==> src/rtl/uart_pkg.sv <==
// Shared definitions for the 16x-oversampled UART link (uart_tx / uart_rx).
// State encodings, parity/stop-bit modes and the per-bit oversampling length.
package uart_pkg;

    typedef enum logic [2:0] {
        S_IDLE,
        S_STARTBIT,
        S_FRAME,
        S_PARITY,
        S_STOP
    } uart_state_e;

    localparam int unsigned PAR_NONE = 0;
    localparam int unsigned PAR_EVEN = 1;
    localparam int unsigned PAR_ODD  = 2;

    localparam int unsigned STOP_ONE = 0;
    localparam int unsigned STOP_TWO = 1;

    localparam int unsigned BIT_LEN = 16;

    // Parity bit for a byte; any mode other than odd yields even parity.
    function automatic logic parity_bit(input logic [7:0] d, input int unsigned mode);
        return (mode == PAR_ODD) ? ~(^d) : ^d;
    endfunction

endpackage

==> src/rtl/uart_tx_if.sv <==
// Byte handshake and serial-line bundle between a byte source and uart_tx.
interface uart_tx_if;

    logic [7:0] data;
    logic       valid;
    logic       ready;
    logic       tx;
    logic       done;

    modport master (
        output data,
        output valid,
        input  ready,
        input  tx,
        input  done
    );

    modport slave (
        input  data,
        input  valid,
        output ready,
        output tx,
        output done
    );

endinterface

==> src/rtl/uart_tx.sv <==
// UART transmitter: start bit, 8 data bits LSB-first, optional parity, 1 or 2
// stop bits, each bit held for BIT_LEN clocks; back-to-back frames without gap.
module uart_tx
    import uart_pkg::*;
#(
    parameter int unsigned STOP_BIT = 0,
    parameter int unsigned PARITY   = 1
) (
    input  logic      clk,
    input  logic      rst,
    uart_tx_if.slave  bus
);

    localparam bit         PAR_EN    = (PARITY == PAR_EVEN) || (PARITY == PAR_ODD);
    localparam logic [2:0] LAST_STOP = (STOP_BIT != STOP_ONE) ? 3'd1 : 3'd0;
    localparam logic [3:0] LAST_TICK = 4'(BIT_LEN - 1);

    uart_state_e state;
    logic [3:0]  frame_count;
    logic [2:0]  bit_count;
    logic [7:0]  shreg;
    logic        par;
    logic        tx_q;
    logic        done_q;

    logic bit_end;
    logic last_stop;
    logic handshake;

    assign bit_end   = (frame_count == LAST_TICK);
    assign last_stop = (state == S_STOP) && (bit_count == LAST_STOP);
    assign bus.ready = rst && ((state == S_IDLE) || (last_stop && bit_end));
    assign handshake = bus.valid && bus.ready;

    assign bus.tx   = tx_q;
    assign bus.done = done_q;

    // tx and done are registered, so both are computed for the cycle being entered:
    // done looks one tick ahead so it lines up with the final stop-bit cycle.
    always_ff @(posedge clk) begin
        if (!rst) begin
            state       <= S_IDLE;
            frame_count <= '0;
            bit_count   <= '0;
            shreg       <= '0;
            par         <= 1'b0;
            tx_q        <= 1'b1;
            done_q      <= 1'b0;
        end else begin
            frame_count <= frame_count + 4'd1;
            done_q      <= last_stop && (frame_count == LAST_TICK - 4'd1);

            if (handshake) begin
                shreg       <= bus.data;
                par         <= parity_bit(bus.data, PARITY);
                state       <= S_STARTBIT;
                frame_count <= '0;
                bit_count   <= '0;
                tx_q        <= 1'b0;
            end else begin
                case (state)
                    S_IDLE: begin
                        frame_count <= '0;
                        tx_q        <= 1'b1;
                    end
                    S_STARTBIT: begin
                        if (bit_end) begin
                            state     <= S_FRAME;
                            bit_count <= '0;
                            tx_q      <= shreg[0];
                        end
                    end
                    S_FRAME: begin
                        if (bit_end) begin
                            shreg <= {1'b0, shreg[7:1]};
                            if (bit_count == 3'd7) begin
                                bit_count <= '0;
                                if (PAR_EN) begin
                                    state <= S_PARITY;
                                    tx_q  <= par;
                                end else begin
                                    state <= S_STOP;
                                    tx_q  <= 1'b1;
                                end
                            end else begin
                                bit_count <= bit_count + 3'd1;
                                tx_q      <= shreg[1];
                            end
                        end
                    end
                    S_PARITY: begin
                        if (bit_end) begin
                            state     <= S_STOP;
                            bit_count <= '0;
                            tx_q      <= 1'b1;
                        end
                    end
                    S_STOP: begin
                        if (bit_end) begin
                            if (bit_count == LAST_STOP) begin
                                state <= S_IDLE;
                                tx_q  <= 1'b1;
                            end else begin
                                bit_count <= bit_count + 3'd1;
                            end
                        end
                    end
                    default: begin
                        state <= S_IDLE;
                        tx_q  <= 1'b1;
                    end
                endcase
            end
        end
    end

endmodule

==> src/flat_wrapper.sv <==
// flat-port wrapper written by rule: the top's interface ports become plain ports
module uart_tx_flat import uart_pkg::*;
#(
    parameter int unsigned STOP_BIT = 0,
    parameter int unsigned PARITY   = 1
)
  (clk, rst, bus_data, bus_valid, bus_ready, bus_tx, bus_done);
  uart_tx_if bus_i ();
  input  logic clk;
  input  logic rst;
  input wire logic [$bits(bus_i.data)-1:0] bus_data;
  input wire logic [$bits(bus_i.valid)-1:0] bus_valid;
  output wire logic [$bits(bus_i.ready)-1:0] bus_ready;
  output wire logic [$bits(bus_i.tx)-1:0] bus_tx;
  output wire logic [$bits(bus_i.done)-1:0] bus_done;
  assign bus_i.data = bus_data;
  assign bus_i.valid = bus_valid;
  assign bus_ready = bus_i.ready;
  assign bus_tx = bus_i.tx;
  assign bus_done = bus_i.done;
  uart_tx #(.STOP_BIT(STOP_BIT), .PARITY(PARITY)) u_core (.clk(clk), .rst(rst), .bus(bus_i));
endmodule
==> config.mk <==
export PLATFORM = sky130hd
export DESIGN_NAME = uart_tx_flat
export DESIGN_NICKNAME = d
export VERILOG_FILES = /design/src/rtl/uart_pkg.sv /design/src/rtl/uart_tx_if.sv /design/src/rtl/uart_tx.sv /design/src/flat_wrapper.sv
export SDC_FILE = /design/constraint.sdc
export NUM_CORES = 1
export LEC_CHECK = 0
export CAP_MARGIN = 25
export CORE_UTILIZATION = 45
export CTS_CLUSTER_SIZE = 24
export DETAILED_ROUTE_END_ITERATION = 8
export PLACE_DENSITY = 0.77
export SLEW_MARGIN = 20
export SYNTH_ARGS = -nofsm -noshare
export SYNTH_HDL_FRONTEND = slang
export SYNTH_SLANG_ARGS = --single-unit
==> constraint.sdc <==
create_clock -name clk -period 1.7 [get_ports clk]
set_input_delay 0.17 -clock clk [delete_from_list [all_inputs] [get_ports clk]]
set_output_delay 0.17 -clock clk [all_outputs]
set_load 0.01 [all_outputs]
# Yosys cells after proc, flatten, opt, wreduce, memory -nomap -nowiden
# Index checks and enable logic that the tools add are counted.
[op_classes]
n_addsub = 2
multipliers = 0
n_div = 0
n_lt_le_gt_ge = 0
eq_ne = 22
shift = 0
n_mux = 25
bitwise_logic = 2
reduce_logical = 20
[ops]
columns = ["cell", "count"]
rows = [
  ["$mux 3", 11],
  ["$mux 8", 3],
  ["$ne 3x1->1 const B", 5],
  ["$pmux 3 s5", 1],
  ["$ne 2x1->1 const B", 7],
  ["$reduce_and 7->1", 2],
  ["$reduce_and 5->1", 2],
  ["$pmux 3 s3", 1],
  ["$eq 4x4->1 const B", 2],
  ["$mux 1", 8],
  ["$reduce_xor 8->1", 1],
  ["$eq 3x2->1 const B", 2],
  ["$eq 3x3->1 const B", 2],
  ["$logic_not 3->1", 2],
  ["$logic_and 1x1->1", 5],
  ["$add 4x1->4 const B", 1],
  ["$ne 2x2->1 const B", 2],
  ["$pmux 1 s4", 1],
  ["$reduce_bool 2->1", 2],
  ["$reduce_or 2->1", 2],
  ["$add 3x1->3 const B", 1],
  ["$eq 3x1->1 const B", 1],
  ["$ne 3x2->1 const B", 1],
  ["$reduce_bool 3->1", 1],
  ["4 further kinds", 5],
]
[word_totals]
reg_bits = 21
latchBits = 0
ramBits = 0
romBits = 0
wordCells = 79
memories = 0

# Depth between registers and ports, before layout
# Gate-level depths: netlist of run 1.
[logic_depth]
ltp_word = 8
mapped_depth = 7

# Worst setup path after synthesis of run 1
# No wires, ideal clock.
[synth_timing]
path_kind = "register to register"
start = "reg u_core.bit_count[0]"
end = "reg u_core.tx_q, in the netlist u_core.bus.tx"
setup_time_ps = 133
arrival_time_ps = 1314
slack_ps = 253
stages_incl_launch_ff = 8
n_path_buf = 0
period_less_slack_ps = 1447
cell_sequence = "dfxtp_1 -> inv_1 -> ha_1 -> nand2b_1 -> nor2_1 -> or3_1 -> o21ai_0 -> a31oi_1"
[synth_between]
elab_chain_cells = 8
word_cells_on_any_way = 17
[synth_lines]
columns = ["element", "line_no", "source"]
rows = [
  ["start, declared", "uart_tx.sv:20", "logic [2:0] bit_count;"],
  ["start signal, assigned", "uart_tx.sv:86", "bit_count <= bit_count + 3'd1;"],
  ["start signal, assigned", "uart_tx.sv:104", "bit_count <= bit_count + 3'd1;"],
  ["$logic_not 3->1", "uart_tx.sv:31, uart_tx.sv:100", ""],
  ["$logic_and 1x1->1", "uart_tx.sv:31", "assign last_stop = (state == S_STOP) && (bit_count == LAST_STOP);"],
  ["$logic_and 1x1->1", "uart_tx.sv:32", "assign bus.ready = rst && ((state == S_IDLE) || (last_stop && bit_end));"],
  ["$logic_or 1x1->1", "uart_tx.sv:32", ""],
  ["$logic_and 1x1->1", "uart_tx.sv:32", ""],
  ["$logic_and 1x1->1", "uart_tx.sv:33", "assign handshake = bus.valid && bus.ready;"],
  ["$ne 3x1->1 (no line) or $ne 3x2->1 (tied branches)", "-", ""],
  ["$reduce_and 5->1 (no line)", "-", ""],
  ["end signal, assigned", "uart_tx.sv:70", "tx_q <= shreg[0];"],
  ["end signal, assigned", "uart_tx.sv:80", "tx_q <= par;"],
  ["end signal, assigned", "uart_tx.sv:87", "tx_q <= shreg[1];"],
  ["end, declared", "uart_tx.sv:23", "logic tx_q;"],
]
# Several ways; a longest one is shown, not always the timed one. The select of a mux whose other input is x is not followed.
# A chain may end at the register's enable or synchronous reset.

# Worst setup path after layout of run 1
[layout_timing]
start = "reg u_core.bit_count[1]"
end = "reg u_core.tx_q, in the netlist u_core.bus.tx"
# The elaborated chain is that of the path after synthesis.

==> run_results.csv, run 1 <==
group,metric,value,unit
detailed_routing,vias_per_cell,5.51,
logic_synthesis,synthArstFlopShare,0,%
die,die_w,53.2,µm
clock_network,clockBufferDepth,2,
layout,area_delta_synth_final,22.2,%
clock_network,cts_num_sinks,21,
die,start_util,47.5,%
global_route,grt_max_degree,15,
logic_synthesis,yosys_warnings,0,
clock_network,cts_buffers,3,
status,status,"completed",
logic_synthesis,synth_top_flop_cell,"dfxtp_1",
clock_network,cts_tree,"built",
detailed_routing,drtIter0Drc,17,
placement,place.gp.congestion,0.786,
global_route,gr-usage-all-layers,19.8,%
detailed_routing,drc,0,
sta,relSlewSlack,79.1,%
layout,stdcell_count,180,
setup_path,cp_data_arrival_time,1810,ps
clock_network,cts.clk_slew.worst_paths,120,ps
sta,clock_skew,3.07,ps
sta,fmax,0.623,GHz
setup_path,r2r_start,"u_core.bit_count[1]$_SDFFE_PP0P_",
logic_synthesis,synth_top_family_by_area,"compound AO/OA/AOI/OAI gates",
logic_synthesis,synth_adder_area_share,5.31,%
clock_network,insertion_delay,310,ps
global_route,antenna_found_initial,0,
setup_path,worstRegToRegCells,8,
logic_synthesis,synth-compound-area-share,19.3,%
logic_synthesis,synth_area,1180,µm²
logic_synthesis,synth_xor_area_share,7.44,%
sta,finalSetupTns,0,ps
setup_path,r2r-end,"u_core.bus.tx$_SDFFE_PN1P_",
setup_path,r2r_setup_slack,90,ps
die,boundaryPins,14,
logic_synthesis,ys_ff_latch,21,
setup_path,endpoint_kind,"register",
die,die-area,2820,µm²
logic_synthesis,synthMuxAreaShare,8.50,%
logic_synthesis,synth_top_cell_by_area,"dfxtp_1",
logic_synthesis,syn_nets,143,
run,drv_cap,0,
logic_synthesis,synth_common_cells,"dfxtp_1 (21), a21oi_1 (12), nor2_1 (12)",
detailed_routing,routed_wl,2.42,mm
global_route,first_global_vias,943,
die,rows,18,
logic_synthesis,yosys.area_share.simple,17.9,%
placement,hpwl,1.86,mm
detailed_routing,vias,992,
detailed_routing,drtPass1Iterations,4,
sta,slew_violations,0,
logic_synthesis,postSynthCellCount,127,
placement,portBuffers,13,
layout,n_antenna_cell,0,
logic_synthesis,avgSynthCellArea,9.27,µm²
logic_synthesis,synth-edff-count,0,
global_route,use_met3,1.72,%
power,power_leakage,0.571,nW
setup_path,worst-setup-path-type,"reg2reg",
placement,place_inst,176,
logic_synthesis,yosysSeqAreaShare,35.7,%
sta,whs,457,ps
power,peakVddDrop,0.526,mV
setup_path,start_kind,"register",
die,core_area,2480,µm²
detailed_routing,ant_nets,0,
sta,hold_viol_final,0,
layout,fill_cells,218,
min_path,min_from,"rst",
sta,fin_crit_sh,94.4,%
sta,worstMarginPinSlew,312,ps
clock_network,post_cts_buffers,0,
min_path,holdPathEnd,"u_core.bus.done$_SDFF_PN0_",
setup_path,cp_max_fo,3,
clock_network,h-tree-depth,1,
sta,setup_viol,0,
logic_synthesis,synth_most_common_cell,"dfxtp_1",
global_route,grt_pass1_wl,3.94,mm
global_route,overflow,0,
die,die_h,53.2,µm
sta,fin_crit,1610,ps
layout,final_nets,167,
global_route,grtUsageMet2,35.2,%
setup_path,required,1900,ps
detailed_routing,wl_per_cell,13.5,µm
logic_synthesis,ys_top_cells_by_area,"dfxtp_1 (36%), mux2i_1 (8.5%), xnor2_1 (6.7%)",
min_path,min_path_cells,3,
global_route,grt_use_met1,22.8,%
min_path,hold_class,"in2reg",
layout,drive_gt1_share,21.3,%
power,p_per_area,676,nW/µm²
logic_synthesis,netlist.area_leader.share,35.7,%
global_route,grt.busiest_layer,"met2",
clock_network,root_buffer,"clkbuf_4",
logic_synthesis,synth.distinct_cells,35,
[timing repair]
action / in CTS / in global routing
hold buffers: 0 / 0
resized for setup: 5 / 6
endpoints found under the setup margin: 1 / 7
[metal layers]
metal | part of all wire, % | wire (µm)
met1 | 43 | 1030
met2 | 51 | 1230
met3 | 4.5 | 110
met4 | 2.2 | 53
met5 | 0 | 0
[worst max-delay path, stage by stage (launching register included)]
cell	delay, ps
dfxtp_2	360
inv_1	50
ha_1	180
nand2b_1	140
buf_4	140
nor2_1	60
or3_1	360
o21ai_0	100
a31oi_1	120
[report_power, final]
group | internal (mW) | switching, mW | total [mW]
registers | 0.516 | 0.0192 | 0.536
clock network | 0.0880 | 0.162 | 0.250
logic | 0.0910 | 0.0962 | 0.187
total | 0.695 | 0.278 | 0.973
[worst max path at each step]
stage | startpoint | to | slack (ps)
finish | u_core.bit_count[1]$_SDFFE_PP0P_ | u_core.bus.tx$_SDFFE_PN1P_ | 90
global route | u_core.frame_count[0]$_SDFF_PP0_ | u_core.frame_count[3]$_SDFF_PP0_ | -20
CTS | u_core.bit_count[1]$_SDFFE_PP0P_ | bus_ready | 6
detailed placement | u_core.frame_count[1]$_SDFF_PP0_ | bus_ready | 60
global placement | u_core.bit_count[0]$_SDFFE_PP0P_ | u_core.bus.tx$_SDFFE_PN1P_ | 100
floorplan | u_core.bit_count[0]$_SDFFE_PP0P_ | u_core.bus.tx$_SDFFE_PN1P_ | 250
[cell usage in the layout, fill, tap and decap left out, types with 2 or more instances in the layout]
cell,Yosys,routed
dfxtp_1,21,18
nor2_1,12,12
a21oi_1,12,12
clkdlybuf4s50_1,0,12
buf_4,1,11
mux2i_1,10,10
xnor2_1,9,9
inv_1,8,8
o31ai_1,8,7
o21ai_0,5,4
ha_1,5,4
nand2_1,3,3
nand3_1,3,3
nand4_1,3,3
clkbuf_4,0,3
dfxtp_2,0,3
nand2b_1,2,2
o21ai_4,2,2
nor3_1,2,2
a31oi_1,2,2
nand4_4,1,2
[per-stage QoR]
stage | total power [mW] | cell area (µm²) | util [%] | worst slack [ps]
2_1_floorplan | 0.665 | 1180 | - | 253
3_3_place_gp | 0.722 | 1390 | 56.1 | 97.0
3_5_place_dp | 0.726 | 1390 | 56.1 | 55.8
4_1_cts | 0.975 | 1420 | 57.4 | 6.16
5_1_grt | 1.02 | 1440 | 58.1 | -18.7
6_report | 0.973 | 1440 | 58.1 | 94.9
[kinds of logic after synthesis]
| group | Yosys count |
|---|---|
| compound gates | 33 |
| xor+xnor | 10 |
| fa+ha+maj | 5 |
| buf+inv | 13 |
| flops | 21 |
| mux | 10 |
| simple gates | 35 |
[flip-flops by register name (all words and copies together) (netlist names)]
| signal | cells |
|---|---|
| u_core.bit_count | 3 |
| u_core.par | 1 |
| u_core.frame_count | 4 |
| u_core.bus.done | 1 |
| u_core.shreg | 8 |
| u_core.state | 3 |
| u_core.bus.tx | 1 |
[cell type report]
cell class	instances	area, µm²	area share [%]
timing repair buffer	24	208	14.4
inverter	8	30.0	2.09
tap	30	37.5	2.61
clock buffer	3	22.5	1.57
sequential	21	424	29.5
multi-input combinational	93	712	49.5
clock inverter	1	5.00	0.348
Power figures use the tool's default switching activity.
==> run 2: changes to the inputs <==
--- a/config.mk
+++ b/config.mk
@@ -6,10 +6,12 @@
 export NUM_CORES = 1
 export LEC_CHECK = 0
 export CAP_MARGIN = 25
+export CORE_MARGIN = 2
 export CORE_UTILIZATION = 45
 export CTS_CLUSTER_SIZE = 24
 export DETAILED_ROUTE_END_ITERATION = 8
 export PLACE_DENSITY = 0.77
+export SETUP_SLACK_MARGIN = 0.1
 export SLEW_MARGIN = 20
 export SYNTH_ARGS = -nofsm -noshare
 export SYNTH_HDL_FRONTEND = slang
==> run 2 against run 1 <==
Effect of this change: worst setup slack improved by 27 ps; via count decreased by 2.4%; cell area rose by 1.7%; maximum frequency up 1.7%; critical endpoint unchanged; largest cell class unchanged.
==> run_results.csv, run 2 (same netlist as run 1, synthesis figures left out) <==
group,metric,value,unit
setup_path,crit_chain,"buf_4, ha_1, ha_1, mux2i_1, a31oi_1, o31ai_1, a31oi_1",
layout,drive_gt1_share,24.5,%
setup_path,worstRegToRegCells,7,
sta,clock_skew,3.70,ps
clock_network,insertion_delay,300,ps
die,die_h,55.2,µm
die,rows,18,
die,start_util,47.5,%
sta,fin_crit,1580,ps
detailed_routing,drtIter0Drc,10,
die,die_w,55.2,µm
layout,layout_commonest_cell,"dfxtp_1",
clock_network,cts.clk_slew.worst_paths,120,ps
sta,slew_violations,0,
global_route,overflow,0,
setup_path,slowest_stage,"dfxtp_2",
placement,dpl_worst_slack,43.6,ps
layout,largest_register_ffs,8,
clock_network,root_buffer,"clkbuf_4",
min_path,min_path_cells,3,
sta,relSlewSlack,79.6,%
sta,rsz0062_at_grt,"yes",
power,p_per_area,661,nW/µm²
layout,regMostFlops,"u_core.shreg",
layout,final_nets,168,
clock_network,cts_buffers,3,
sta,fmax,0.634,GHz
sta,fin_crit_sh,92.8,%
detailed_routing,vias_per_cell,5.35,
power,power_leakage,0.573,nW
clock_network,clockBufferDepth,2,
clock_network,cts_num_sinks,21,
power,peakVddDrop,0.556,mV
clock_network,ctsHoldBuffers,0,
layout,area_delta_synth_final,24.3,%
sta,hold_viol_final,0,
sta,fin_ws,122,ps
setup_path,slowest_delay,340,ps
layout,largestRegisters,"u_core.shreg: 8 flops, u_core.frame_count: 4 flops",
detailed_routing,routed_wl,2.43,mm
clock_network,cts_tree,"built",
setup_path,cp_max_fo,4,
detailed_routing,ant_nets,0,
detailed_routing,wl_per_cell,13.4,µm
die,boundaryPins,14,
global_route,antenna_found_initial,0,
sta,finalSetupTns,0,ps
placement,portBuffers,13,
global_route,grt_max_degree,15,
status,status,"completed",
sta,worstMarginPinSlew,306,ps
layout,final_cell_mix,"dfxtp_1 (17), nor2_1 (12), clkdlybuf4s50_1 (12), buf_4 (12), a21oi_1 (11)",
detailed_routing,drtPass1Iterations,4,
placement,hpwl,1.71,mm
die,core_area,2480,µm²
power,total_power,967,µW
global_route,gr-usage-all-layers,17.8,%
layout,n_antenna_cell,0,
setup_path,start_kind,"register",
min_path,hold_class,"in2reg",
detailed_routing,drc,0,
global_route,first_global_vias,866,
global_route,grt_pass1_wl,3.75,mm
setup_path,cp_data_arrival_time,1780,ps
setup_path,required,1900,ps
sta,setup_viol,0,
die,die-area,3040,µm²
detailed_routing,vias,968,
placement,place.gp.congestion,0.841,
setup_path,endpoint_kind,"register",
clock_network,h-tree-depth,1,
setup_path,worst-setup-path-type,"reg2reg",
run,drv_cap,0,
==> run 2: power by group <==
part / internal [mW] / switching [mW] / total [mW]
registers: 0.515 / 0.0198 / 0.535
logic: 0.0902 / 0.0941 / 0.184
clock network: 0.0915 / 0.156 / 0.247
total: 0.697 / 0.270 / 0.967
==> run 2: path summary, 6_finish.rpt <==
path | start | to | slack [ps]
setup reg to reg | u_core.bit_count[0]$_SDFFE_PP0P_ | u_core.bus.tx$_SDFFE_PN1P_ | 120
hold reg to reg | u_core.par$_SDFFE_PN0P_ | u_core.par$_SDFFE_PN0P_ | 490
hold / removal | rst | u_core.bus.done$_SDFF_PN0_ | 460
setup / recovery | u_core.bit_count[0]$_SDFFE_PP0P_ | u_core.bus.tx$_SDFFE_PN1P_ | 120
==> run 2: layout make-up <==
type	instances	area (µm²)
Clock buffer	4	26.3
Multi-Input combinational cell	93	727
Sequential cell	21	428
Fill cell	230	1010
Timing Repair Buffer	25	215
Tap cell	30	37.5
Inverter	8	30.0
==> run 2: per-stage QoR <==
step	area (µm²)	util [%]	hold slack, ps	std cells
after global placement	1380	55.8	470	175
after CTS	1430	57.6	450	180
after detailed placement	1380	55.8	477	175
after global routing	1460	59.1	449	181
after floorplan	1180	-	317	127
final	1460	59.1	461	181
==> run 2: repair_timing <==
action | CTS | global route
pin swaps | 0 | 3
gates resized for setup | 10 | 9
gates cloned | 0 | 0
setup buffers | 1 | 1
endpoints found under the hold margin | 0 | 0
setup endpoints to repair | 5 | 16
==> run 2: worst max-delay path, delay by kind of cell (launching register included) <==
family	cells	cell delay (ps)
multiplexers	1	160
adder cells (fa/ha/maj)	2	420
AO/OA/AOI/OAI	3	400
buffers and inverters	1	140
flip-flops	1	340
==> run 2: routing by layer <==
| metal | GRT usage [%] | vias to the layer above | routed length [µm] |
|---|---|---|---|
| li1 | - | 494 | - |
| met5 | 0 | - | 0 |
| met1 | 23.4 | 462 | 1160 |
| met2 | 28.2 | 10 | 1200 |
| met3 | 2.42 | 2 | 34 |
| met4 | 9.76 | 0 | 29 |
